===== config.mk =====
export PLATFORM = sky130hd
export DESIGN_NAME = ptp_ram_reader
export DESIGN_NICKNAME = d
export VERILOG_FILES = /design/src/rtl/ptp_ram_reader.sv
export SDC_FILE = /design/constraint.sdc
export NUM_CORES = 1
export LEC_CHECK = 0
export CAP_MARGIN = 20
export CORE_MARGIN = 2
export CORE_UTILIZATION = 58
export DETAILED_ROUTE_END_ITERATION = 7
export GPL_TIMING_DRIVEN = 0
export PLACE_DENSITY_LB_ADDON = 0.1
export SLEW_MARGIN = 40
export SYNTH_ARGS = -nofsm -noshare
export SYNTH_HDL_FRONTEND = slang
export SYNTH_SLANG_ARGS = --single-unit

===== constraint.sdc =====
create_clock -name clock -period 18.5 [get_ports clock]
set_clock_uncertainty 0.15 [all_clocks]
set_input_delay 3.7 -clock clock [delete_from_list [all_inputs] [get_ports clock]]
set_output_delay 3.7 -clock clock [all_outputs]
set_load 0.05 [all_outputs]

===== src/rtl/ptp_ram_reader.sv =====
// rtl/ptp_ram_reader.sv - credit-paced RAM frame reader feeding a valid/ready word stream
// Reads are only issued when the skid FIFO is guaranteed room for every word still in flight.
module ptp_ram_reader #(
   parameter int RD_LAT = 2
) (
   input  logic        clock,
   input  logic        reset,
   input  logic        start,
   input  logic [8:0]  start_addr,
   input  logic [9:0]  len_words,
   output logic        busy,
   output logic        done,
   output logic [8:0]  ram_address,
   output logic        ram_wren,
   output logic [3:0]  ram_byteena,
   output logic [31:0] ram_data,
   input  logic [31:0] ram_q,
   output logic [31:0] out_data,
   output logic        out_valid,
   input  logic        out_ready,
   output logic        out_sop,
   output logic        out_eop
);

   localparam int DEPTH = RD_LAT + 1;

   typedef enum logic [1:0] {IDLE, ISSUE, DRAIN} state_t;

   state_t            state_q, state_d;
   logic [8:0]        addr_q, addr_d;
   logic [9:0]        len_q, len_d;
   logic [9:0]        left_q, left_d;
   logic [9:0]        idx_q, idx_d;
   logic [RD_LAT-1:0] vsr_q, vsr_d;
   logic [31:0]       mem_q [DEPTH];
   logic [31:0]       mem_d [DEPTH];
   logic [1:0]        wr_q, wr_d;
   logic [1:0]        rd_q, rd_d;
   logic [2:0]        cnt_q, cnt_d;
   logic              zero_done_q, zero_done_d;

   logic              accept;
   logic              issue_en;
   logic              issue;
   logic              pop;
   logic              land;
   logic [2:0]        inflight;
   logic [3:0]        used;

   assign ram_wren    = 1'b0;
   assign ram_byteena = 4'hF;
   assign ram_data    = 32'd0;

   assign busy      = (state_q != IDLE);
   assign out_valid = (cnt_q != 3'd0);
   assign out_data  = mem_q[rd_q];
   assign out_sop   = out_valid && (idx_q == 10'd0);
   assign out_eop   = out_valid && (idx_q == len_q - 10'd1);
   assign done      = zero_done_q || ((state_q == DRAIN) && pop && out_eop);

   assign accept = (state_q == IDLE) && start && (len_words != 10'd0);
   assign pop    = out_valid && out_ready;
   assign land   = vsr_q[RD_LAT-1];

   // The first read goes out in the start cycle itself so data returns one cycle earlier.
   assign ram_address = (accept && !reset) ? start_addr : addr_q;

   always_comb begin
      inflight = 3'd0;
      for (int i = 0; i < RD_LAT; i++) begin
         inflight = inflight + 3'(vsr_q[i]);
      end
      // Occupancy after this cycle's pop plus all outstanding reads must leave a free slot.
      used     = 4'(cnt_q) + 4'(inflight) - {3'd0, pop};
      issue_en = (state_q == ISSUE) && (used < 4'(DEPTH));
      issue    = accept || issue_en;
   end

   always_comb begin
      state_d     = state_q;
      addr_d      = addr_q;
      len_d       = len_q;
      left_d      = left_q;
      idx_d       = idx_q;
      zero_done_d = 1'b0;
      mem_d       = mem_q;
      wr_d        = wr_q;
      rd_d        = rd_q;
      cnt_d       = cnt_q + {2'd0, land} - {2'd0, pop};
      vsr_d       = RD_LAT'({vsr_q, issue});

      if (land) begin
         mem_d[wr_q] = ram_q;
         wr_d        = (wr_q == 2'(DEPTH - 1)) ? 2'd0 : wr_q + 2'd1;
      end
      if (pop) begin
         rd_d  = (rd_q == 2'(DEPTH - 1)) ? 2'd0 : rd_q + 2'd1;
         idx_d = idx_q + 10'd1;
      end

      case (state_q)
         IDLE: begin
            if (accept) begin
               addr_d  = start_addr + 9'd1;
               len_d   = len_words;
               left_d  = len_words - 10'd1;
               idx_d   = 10'd0;
               state_d = (len_words == 10'd1) ? DRAIN : ISSUE;
            end else if (start) begin
               zero_done_d = 1'b1;
            end
         end
         ISSUE: begin
            if (issue_en) begin
               addr_d = addr_q + 9'd1;
               left_d = left_q - 10'd1;
               if (left_q == 10'd1) begin
                  state_d = DRAIN;
               end
            end
         end
         DRAIN: begin
            if (pop && out_eop) begin
               state_d = IDLE;
            end
         end
         default: state_d = IDLE;
      endcase
   end

   always_ff @(posedge clock or posedge reset) begin
      if (reset) begin
         state_q     <= IDLE;
         addr_q      <= 9'd0;
         len_q       <= 10'd0;
         left_q      <= 10'd0;
         idx_q       <= 10'd0;
         vsr_q       <= '0;
         wr_q        <= 2'd0;
         rd_q        <= 2'd0;
         cnt_q       <= 3'd0;
         zero_done_q <= 1'b0;
         for (int i = 0; i < DEPTH; i++) begin
            mem_q[i] <= 32'd0;
         end
      end else begin
         state_q     <= state_d;
         addr_q      <= addr_d;
         len_q       <= len_d;
         left_q      <= left_d;
         idx_q       <= idx_d;
         vsr_q       <= vsr_d;
         wr_q        <= wr_d;
         rd_q        <= rd_d;
         cnt_q       <= cnt_d;
         zero_done_q <= zero_done_d;
         for (int i = 0; i < DEPTH; i++) begin
            mem_q[i] <= mem_d[i];
         end
      end
   end

endmodule

==> results of run 1 <==
==> worst max-delay path, cell delays in order <==
cell and delay [ps]:
clkdlybuf4s50_1 530, or4_4 610, or4_4 450, o21a_1 280, nand2_2 240, mux2_2 370, clkdlybuf4s50_1 700
==> report_power, final <==
part	internal [uW]	switching (uW)	total, uW
Clock	236	132	368
Sequential	479	107	586
Combinational	445	709	1150
==> layer usage <==
metal / share of wire [%] / up-vias / GRT usage, %
li1: - / 2939 / -
met1: 41 / 3091 / 32.4
met2: 52 / 195 / 47.2
met3: 4.6 / 30 / 4.89
met4: 2.1 / 0 / 9.55
met5: 0 / - / 0
==> through the flow <==
stage                     total power [uW]  worst slack (ps)
after detailed placement              1730              7780
after CTS                             2110              7770
final                                 2110              7760
after floorplan                       1400              6710
after global placement                1690              4240
after global routing                  2230              7650
==> cells by family (layout without fill, tap and decap cells) <==
kind of cell | count (synthesis) | in the layout | synth area share (%)
adder cells (fa/ha/maj) | 14 | 14 | 2.47
buffers and inverters | 103 | 234 | 6.73
AND/OR/NAND/NOR | 206 | 206 | 12.3
AO/OA/AOI/OAI | 123 | 123 | 9.42
flip-flops | 147 | 147 | 46.0
other | 2 | 37 | 0.0939
XOR/XNOR | 28 | 28 | 3.07
multiplexers | 146 | 146 | 20.0
==> layout by cell type (no fill, tap or decap), types with 5 or more instances in the layout <==
cell / n
clkbuf_1: 32
inv_1: 23
clkbuf_16: 17
nand4_1: 7
xor2_1: 17
and3_1: 10
a31oi_1: 5
clkdlybuf4s50_1: 99
nand2_1: 86
nand3_1: 12
dfrtp_1: 147
a21oi_1: 23
o21ai_0: 57
xnor2_1: 11
mux2i_1: 36
nor4_1: 8
nor2b_1: 5
buf_1: 7
nor3_1: 12
conb_1: 37
mux2_2: 110
buf_4: 37
nor2_1: 40
ha_1: 11
==> layout make-up <==
cell class / count / share of cell area (%)
Buffer: 78 / 4.44
Clock buffer: 23 / 4.77
Clock inverter: 8 / 1.49
Inverter: 25 / 1.01
Multi-Input combinational cell: 554 / 39.2
Sequential cell: 147 / 36.8
Tap cell: 176 / 2.20
Timing Repair Buffer: 100 / 10.2
==> flip-flops by register name (all words and copies together), names as in the netlist <==
signal       flops
rd_q             2
len_q           10
vsr_q            2
state_q          2
left_q          10
zero_done_q      1
idx_q           10
wr_q             2
cnt_q            3
addr_q           9
mem_q           96
==> final timing paths <==
check                                    from               endpoint  slack [ps]  depth (start not counted)
setup / recovery                 len_words[2]         ram_address[4]        7760                          7
hold / removal             vsr_q[0]$_DFF_PP0_     vsr_q[1]$_DFF_PP0_         230                          0
setup reg to reg           cnt_q[1]$_DFF_PP0_  left_q[9]$_DFFE_PP0P_       14740                         13
hold reg to reg            vsr_q[0]$_DFF_PP0_     vsr_q[1]$_DFF_PP0_         230                          0
max in group asynchronous               reset    wr_q[1]$_DFFE_PP0P_       13860                          3
min in group asynchronous               reset  addr_q[8]$_DFFE_PP0P_        3570                          2
==> results.yml, run 1 <==
floorplan:
  die_y_microns: 121
  die-area_sq_um: 14700
  core_area_sq_um: 13300
  die_width_microns: 121
  std_cell_rows: 42
  start_util_pct: 59.9
  ios: 138
route:
  vias_per_cell: 5.63
  dr_total_vias: 6255
  drc: 0
  drtIter0Drc: 426
  drt_wl_total_mm: 18.9
  wl_per_cell_microns: 17.0
  ant_nets: 0
  firstDrtPassIters: 5
timing:
  slew_violations: 0
  fmax_mhz: 93.1
  setup_tns_ps: 0
  holdWs_ps: 229
  worstMarginPinSlew_ps: 787
  fin_crit_sh_pct: 58.1
  finalCriticalPeriod_ps: 10740
  maxSlewHeadroom_pct: 47.6
  finalSetupViolCount: 0
  rsz0062_at_grt: "no"
  finalHoldViolations: 0
global_route:
  grt_antenna_before_repair: 0
  grt_overflow_total: 0
  grt_pass1_vias: 6237
  track_usage_pct: 26.6
  grt_max_degree: 79
  grt_first_pass_wirelength_mm: 30.6
power_and_ir_drop:
  p_leak_uw: 0.00439
  irDropWorstVdd_uv: 99.5
  p_per_area_nw_per_um2: 211
synth:
  ys.flop_type: "dfrtp_1"
  netlist_area_sq_um: 8000
  async_flop_share_pct: 100
  ys_seq_elements: 147
  ys.warnings.count: 0
  seq_area_frac_synth_pct: 46.0
  synth_top_cell_area_share_pct: 46.0
  ys_top_cells_by_count: "147 x dfrtp_1, 110 x mux2_2, 86 x nand2_1"
  synth_cells: 769
  yosys-top-cells-area: "dfrtp_1 46%, mux2_2 15%, mux2i_1 4.5%"
  synth_cell_type_count: 60
  synth_most_common_cell: "dfrtp_1"
  syn_avg_cell_area_sq_um: 10.4
  synth_edf_count: 0
  synth_top_area_cell: "dfrtp_1"
setup_path:
  path_max_fanout: 9
  critPathCaptureType: "output pin"
  critPathKind: "in2out"
  cp_data_required_time_ps: 14650
  worst_setup_path_start_kind: "primary input"
  crit_arrival_ps: 6890
layout:
  synthToLayoutAreaGrowth_pct: 25.1
  diodes: 0
  drive_gt1_share_pct: 20.4
  final_cells: 1111
  multi_input_area_sq_um: 3920
  final_core_util_pct: 75.0
  final_cell_area_sq_um: 10000
  fillers: 957
  seqCellArea_sq_um: 3680
  nets: 992
cts:
  clkSlewWorstSetupHoldPaths_ps: 60
  numClockSinks: 147
  cts_tree: "done"
  root_buffer: "clkbuf_16"
  cts_buffers: 17
  holdBufCountCts: 0
  cts_resized: 0
  htree_levels: 4
  clk_latency_ps: 420
  clk_path_buf_depth: 2
  cts_setup_buffers: 0
placement:
  port_buffers: 99
  place_congestion: 0.884
  placement.cell_area_sq_um: 9380
  place_hpwl_mm: 13.2
  placedCellCount: 1080
min_path:
  min_path_type: "reg2reg"
outcome:
  status: "complete, no violations"
job:
  drv_cap: 0
No activity file was read; power rests on OpenSTA's default activity.
==> inputs of run 2 (changes only) <==
--- a/config.mk
+++ b/config.mk
@@ -7,7 +7,7 @@
 export LEC_CHECK = 0
 export CAP_MARGIN = 20
 export CORE_MARGIN = 2
-export CORE_UTILIZATION = 58
+export CORE_UTILIZATION = 48
 export DETAILED_ROUTE_END_ITERATION = 7
 export GPL_TIMING_DRIVEN = 0
 export PLACE_DENSITY_LB_ADDON = 0.1
==> constraint.sdc (replaced) <==
create_clock -name clock -period 9.7 [get_ports clock]
set_clock_uncertainty 0.15 [all_clocks]
set_input_delay 1.94 -clock clock [delete_from_list [all_inputs] [get_ports clock]]
set_output_delay 1.94 -clock clock [all_outputs]
set_load 0.05 [all_outputs]
==> run 2 against run 1 <==
Setup slack worse by 5300 ps. Flip-flop and latch count stayed put. Largest power group unchanged. Register-to-register slack worse by 8800 ps. Final area is 0.54% higher. Sequential power is 89% higher.
==> results.yml, run 2 (synthesis gave the netlist of run 1 again) <==
setup_path:
  path_max_fanout: 9
  critPathCaptureType: "output pin"
  cp_slowest_cell: "clkdlybuf4s50_1"
  r2r_slack_ps: 5970
  r2r.worst_path.cells: 13
  worst_setup_path_start_kind: "primary input"
  cp_data_required_time_ps: 7610
  crit_arrival_ps: 5150
  critical_path.cell_chain: "clkdlybuf4s50_1 > or4_4 > or4_4 > o21a_1 > nand2_2 > mux2_2 > clkdlybuf4s50_1"
  critPathKind: "in2out"
  max_stage_delay_ps: 700
cts:
  clk_path_buf_depth: 2
  root_buffer: "clkbuf_16"
  cts_buffers: 17
  cts_setup_buffers: 0
  holdBufCountCts: 0
  numClockSinks: 147
  htree_levels: 4
  cts_resized: 0
  cts_tree: "done"
  clkSlewWorstSetupHoldPaths_ps: 60
  clk_latency_ps: 420
global_route:
  grt_max_degree: 59
  grt_pass1_vias: 6281
  grt_overflow_total: 0
  track_usage_pct: 22.2
  grt_antenna_before_repair: 0
  grt_first_pass_wirelength_mm: 31.3
power_and_ir_drop:
  p_leak_uw: 0.00439
  p_sw_uw: 1800
  pwr-share-clk_pct: 16.8
  pwr-share-comb_pct: 55.3
  switching_share_pct: 45.3
  sequentialPowerShare_pct: 27.9
  irDropWorstVdd_uv: 216
  p_int_uw: 2170
  p_per_area_nw_per_um2: 395
layout:
  final_core_util_pct: 61.1
  drive_gt1_share_pct: 20.7
  final_cell_mix: "147 x dfrtp_1, 110 x mux2_2, 99 x clkdlybuf4s50_1"
  largest_reg_flops: 96
  nets: 993
  synthToLayoutAreaGrowth_pct: 25.8
  regMostFlops: "mem_q"
  diodes: 0
  final_common_cell: "dfrtp_1"
timing:
  worstMarginPinSlew_ps: 793
  finalCriticalPeriod_ps: 7240
  finalHoldViolations: 0
  layout_setup_ws_ps: 2460
  finalSetupViolCount: 0
  slew_violations: 0
  fmax_mhz: 138
  rsz0062_at_grt: "no"
  maxSlewHeadroom_pct: 47.1
  fin_crit_sh_pct: 74.6
outcome:
  status: "complete, no violations"
placement:
  port_buffers: 99
  dp_slack_ps: 2460
  place_hpwl_mm: 13.6
  place_congestion: 0.861
route:
  drt_wl_total_mm: 18.9
  wl_met3_microns: 739
  vias_per_cell: 5.39
  top_layer: "met4"
  ant_nets: 0
  drc: 0
  met2WireLength_mm: 9.61
  dr_total_vias: 6230
  wl_per_cell_microns: 16.4
  firstDrtPassIters: 5
  drtIter0Drc: 259
  route.layer.met1.wl_mm: 8.17
min_path:
  min_path_type: "reg2reg"
  hold_depth: 0
floorplan:
  die-area_sq_um: 17700
  die_y_microns: 133
  start_util_pct: 48.6
  std_cell_rows: 47
  core_area_sq_um: 16500
  ios: 138
  die_width_microns: 133
job:
  drv_cap: 0
==> run 2: power by group through the flow <==
stage	registers [uW]	clock network [uW]	logic, uW
6_report	1110	666	2200
5_1_grt	1150	707	2360
4_1_cts	1110	679	2210
3_5_place_dp	1120	0	2200
3_3_place_gp	1090	0	2150
2_1_floorplan	1060	0	1610
==> run 2: stage by stage <==
step,hold WS [ps],std cells,setup TNS [ps],total power [uW],area [sq um]
6_report,228,1156,0,3970,10100
5_1_grt,252,1156,0,4220,10100
4_1_cts,225,1156,0,3990,10100
3_5_place_dp,211,1125,0,3310,9460
3_3_place_gp,211,1123,-9440,3240,9400
2_1_floorplan,204,804,0,2660,8130
==> run 2: critical path, delay by kind of cell <==
| family | cells | cell delay, ps |
|---|---|---|
| AO/OA/AOI/OAI | 1 | 290 |
| buffers and inverters | 2 | 1230 |
| multiplexers | 1 | 370 |
| AND/OR/NAND/NOR | 3 | 1310 |
==> run 2: cell type report <==
class	count	area, sq um
clock inverter	12	155
multi-input combinational	554	3920
clock buffer	19	443
buffer	78	444
timing repair buffer	101	1050
inverter	25	101
fill	1360	6400
sequential	147	3680
tap	220	275
==> run 2: final timing paths <==
| check | startpoint | end |
|---|---|---|
| max in group asynchronous | reset | mem_q[40]$_DFFE_PP0P_ |
| max | len_words[2] | ram_address[6] |
| max reg2reg | cnt_q[1]$_DFF_PP0_ | left_q[9]$_DFFE_PP0P_ |
| min in group asynchronous | reset | addr_q[0]$_DFFE_PP0P_ |
| min | vsr_q[0]$_DFF_PP0_ | vsr_q[1]$_DFF_PP0_ |
| min reg2reg | vsr_q[0]$_DFF_PP0_ | vsr_q[1]$_DFF_PP0_ |
==> run 2: routing by layer <==
metal  up-vias  track usage, %
li1       2936               -
met1      3103            27.7
met2       162            38.8
met3        29            4.03
met4         0            7.80
met5         -               0
==> inputs of run 3 (changes only) <==
--- a/config.mk
+++ b/config.mk
@@ -7,7 +7,7 @@
 export LEC_CHECK = 0
 export CAP_MARGIN = 20
 export CORE_MARGIN = 2
-export CORE_UTILIZATION = 48
+export CORE_UTILIZATION = 54
 export DETAILED_ROUTE_END_ITERATION = 7
 export GPL_TIMING_DRIVEN = 0
 export PLACE_DENSITY_LB_ADDON = 0.1
==> constraint.sdc (replaced) <==
create_clock -name clock -period 7 [get_ports clock]
set_clock_uncertainty 0.15 [all_clocks]
set_input_delay 1.4 -clock clock [delete_from_list [all_inputs] [get_ports clock]]
set_output_delay 1.4 -clock clock [all_outputs]
set_load 0.05 [all_outputs]
==> run 3 against run 2 <==
Final area is 1.0% higher. Sequential power is 40% higher. First-iteration DRC count is 36% higher. Global-route usage is 2.4 points higher. Via count is 0.18% higher. Largest power group unchanged.
==> results.yml, run 3 (synthesis gave the netlist of run 1 again) <==
timing:
  rsz0062_at_grt: "no"
  holdWs_ps: 229
  finalSetupViolCount: 0
  worstMarginPinSlew_ps: 839
  maxSlewHeadroom_pct: 44.1
  finalHoldViolations: 0
  fmax_mhz: 163
  finalCriticalPeriod_ps: 6120
  slew_violations: 0
  fin_crit_sh_pct: 87.4
cts:
  holdBufCountCts: 0
  clk_latency_ps: 420
  htree_levels: 4
  cts_buffers: 17
  numClockSinks: 147
  cts_setup_buffers: 0
  cts_resized: 0
  clkSlewWorstSetupHoldPaths_ps: 60
  root_buffer: "clkbuf_16"
  cts_tree: "done"
  clk_path_buf_depth: 2
route:
  drtIter0Drc: 352
  vias_per_cell: 5.55
  firstDrtPassIters: 5
  wl_per_cell_microns: 16.9
  drc: 0
  drt_wl_total_mm: 19.1
  dr_total_vias: 6241
  ant_nets: 0
global_route:
  grt_pass1_vias: 6370
  grt_max_degree: 27
  grt_overflow_total: 0
  track_usage_pct: 24.6
  grt_antenna_before_repair: 0
  grt_first_pass_wirelength_mm: 31.3
min_path:
  holdPathEnd: "vsr_q[1]$_DFF_PP0_"
  hold_depth: 0
  min_path_type: "reg2reg"
  worstHoldStart: "vsr_q[0]$_DFF_PP0_"
layout:
  final_core_util_pct: 70.2
  synthToLayoutAreaGrowth_pct: 27.1
  nets: 997
  multi_input_area_sq_um: 3920
  final_cells: 1125
  seqCellArea_sq_um: 3680
  regMostFlops: "mem_q"
  largest_reg_flops: 96
  final_common_cell: "dfrtp_1"
  drive_gt1_share_pct: 21.0
  fillers: 1043
  final_cell_mix: "147 x dfrtp_1, 110 x mux2_2, 99 x clkdlybuf4s50_1"
  diodes: 0
setup_path:
  r2r_slack_ps: 3170
  cp_slowest_cell: "clkdlybuf4s50_1"
  rr_startpoint: "cnt_q[1]$_DFF_PP0_"
  cp_data_required_time_ps: 5450
  r2r.worst_path.cells: 13
  critical_path.cell_chain: "clkdlybuf4s50_1 > or4_4 > or4_4 > o21a_1 > nand2_2 > mux2_2 > clkdlybuf4s50_1"
  reg2reg_to: "left_q[9]$_DFFE_PP0P_"
  crit_start: "len_words[2]"
  critPathCaptureType: "output pin"
  crit_arrival_ps: 4570
  worst_setup_path_start_kind: "primary input"
  max_stage_delay_ps: 700
  critPathKind: "in2out"
  path_max_fanout: 9
placement:
  port_buffers: 99
  place_hpwl_mm: 13.7
  placedCellCount: 1093
  place_congestion: 0.873
floorplan:
  die_y_microns: 126
  start_util_pct: 55.3
  die_width_microns: 126
  core_area_sq_um: 14500
  die-area_sq_um: 15800
  std_cell_rows: 44
  ios: 138
job:
  drv_cap: 0
outcome:
  status: "complete, no violations"
power_and_ir_drop:
  p_per_area_nw_per_um2: 553
  p_leak_uw: 0.00446
  irDropWorstVdd_uv: 286
run 3: cell count changes in the layout (fill, tap and decap cells not counted):
cell and change:
clkinvlp_4 -1, buf_16 +1, buf_12 +3, clkinv_4 -1, bufinv_16 +2, inv_6 -2
inv_8 -1, clkbuf_1 +1, clkbuf_8 +3
run 3: per-layer routing:
layer  global-route usage (%)  vias up  share of wire (%)
met5                        0        -                  0
li1                         -     2941                  -
met2                     42.6      181                 50
met4                     9.08        0                1.9
met3                     4.63       32                5.0
met1                     30.8     3087                 43
run 3: area by class of cell:
| type | count | share of cell area, % |
|---|---|---|
| Multi-Input combinational cell | 554 | 38.6 |
| Inverter | 25 | 0.960 |
| Clock inverter | 9 | 1.71 |
| Sequential cell | 147 | 36.2 |
| Tap cell | 184 | 2.26 |
| Timing Repair Buffer | 105 | 11.2 |
| Buffer | 78 | 4.37 |
| Clock buffer | 23 | 4.80 |
run 3: worst max path at each step:
stage                endpoint  slack [ps]
4_1_cts        ram_address[3]         890
3_5_place_dp   ram_address[4]         890
3_3_place_gp   ram_address[2]       -1250
2_1_floorplan  ram_address[0]         850
6_report       ram_address[5]         880
5_1_grt        ram_address[1]         810
run 3: per-stage QoR:
step | instance area [sq um] | setup TNS, ps | worst slack, ps | total power [uW]
after floorplan | 8140 | 0 | 848 | 3690
after global placement | 9360 | -11260 | -1250 | 4480
after detailed placement | 9500 | 0 | 892 | 4610
after CTS | 10200 | 0 | 887 | 5640
after global routing | 10200 | 0 | 809 | 5950
final | 10200 | 0 | 879 | 5630
run 3: where the power goes:
part / total (uW) / switching (uW) / leakage [uW] / internal (uW)
clock: 1010 / 340 / 0.000327 / 669
sequential: 1550 / 282 / 0.00176 / 1270
combinational: 3070 / 1880 / 0.00238 / 1180
total: 5630 / 2510 / 0.00446 / 3120
run 3: critical path: cells and delay by family:
| kind | cells | cell delay [ps] |
|---|---|---|
| AO/OA/AOI/OAI | 1 | 270 |
| multiplexers | 1 | 360 |
| buffers and inverters | 2 | 1240 |
| AND/OR/NAND/NOR | 3 | 1280 |
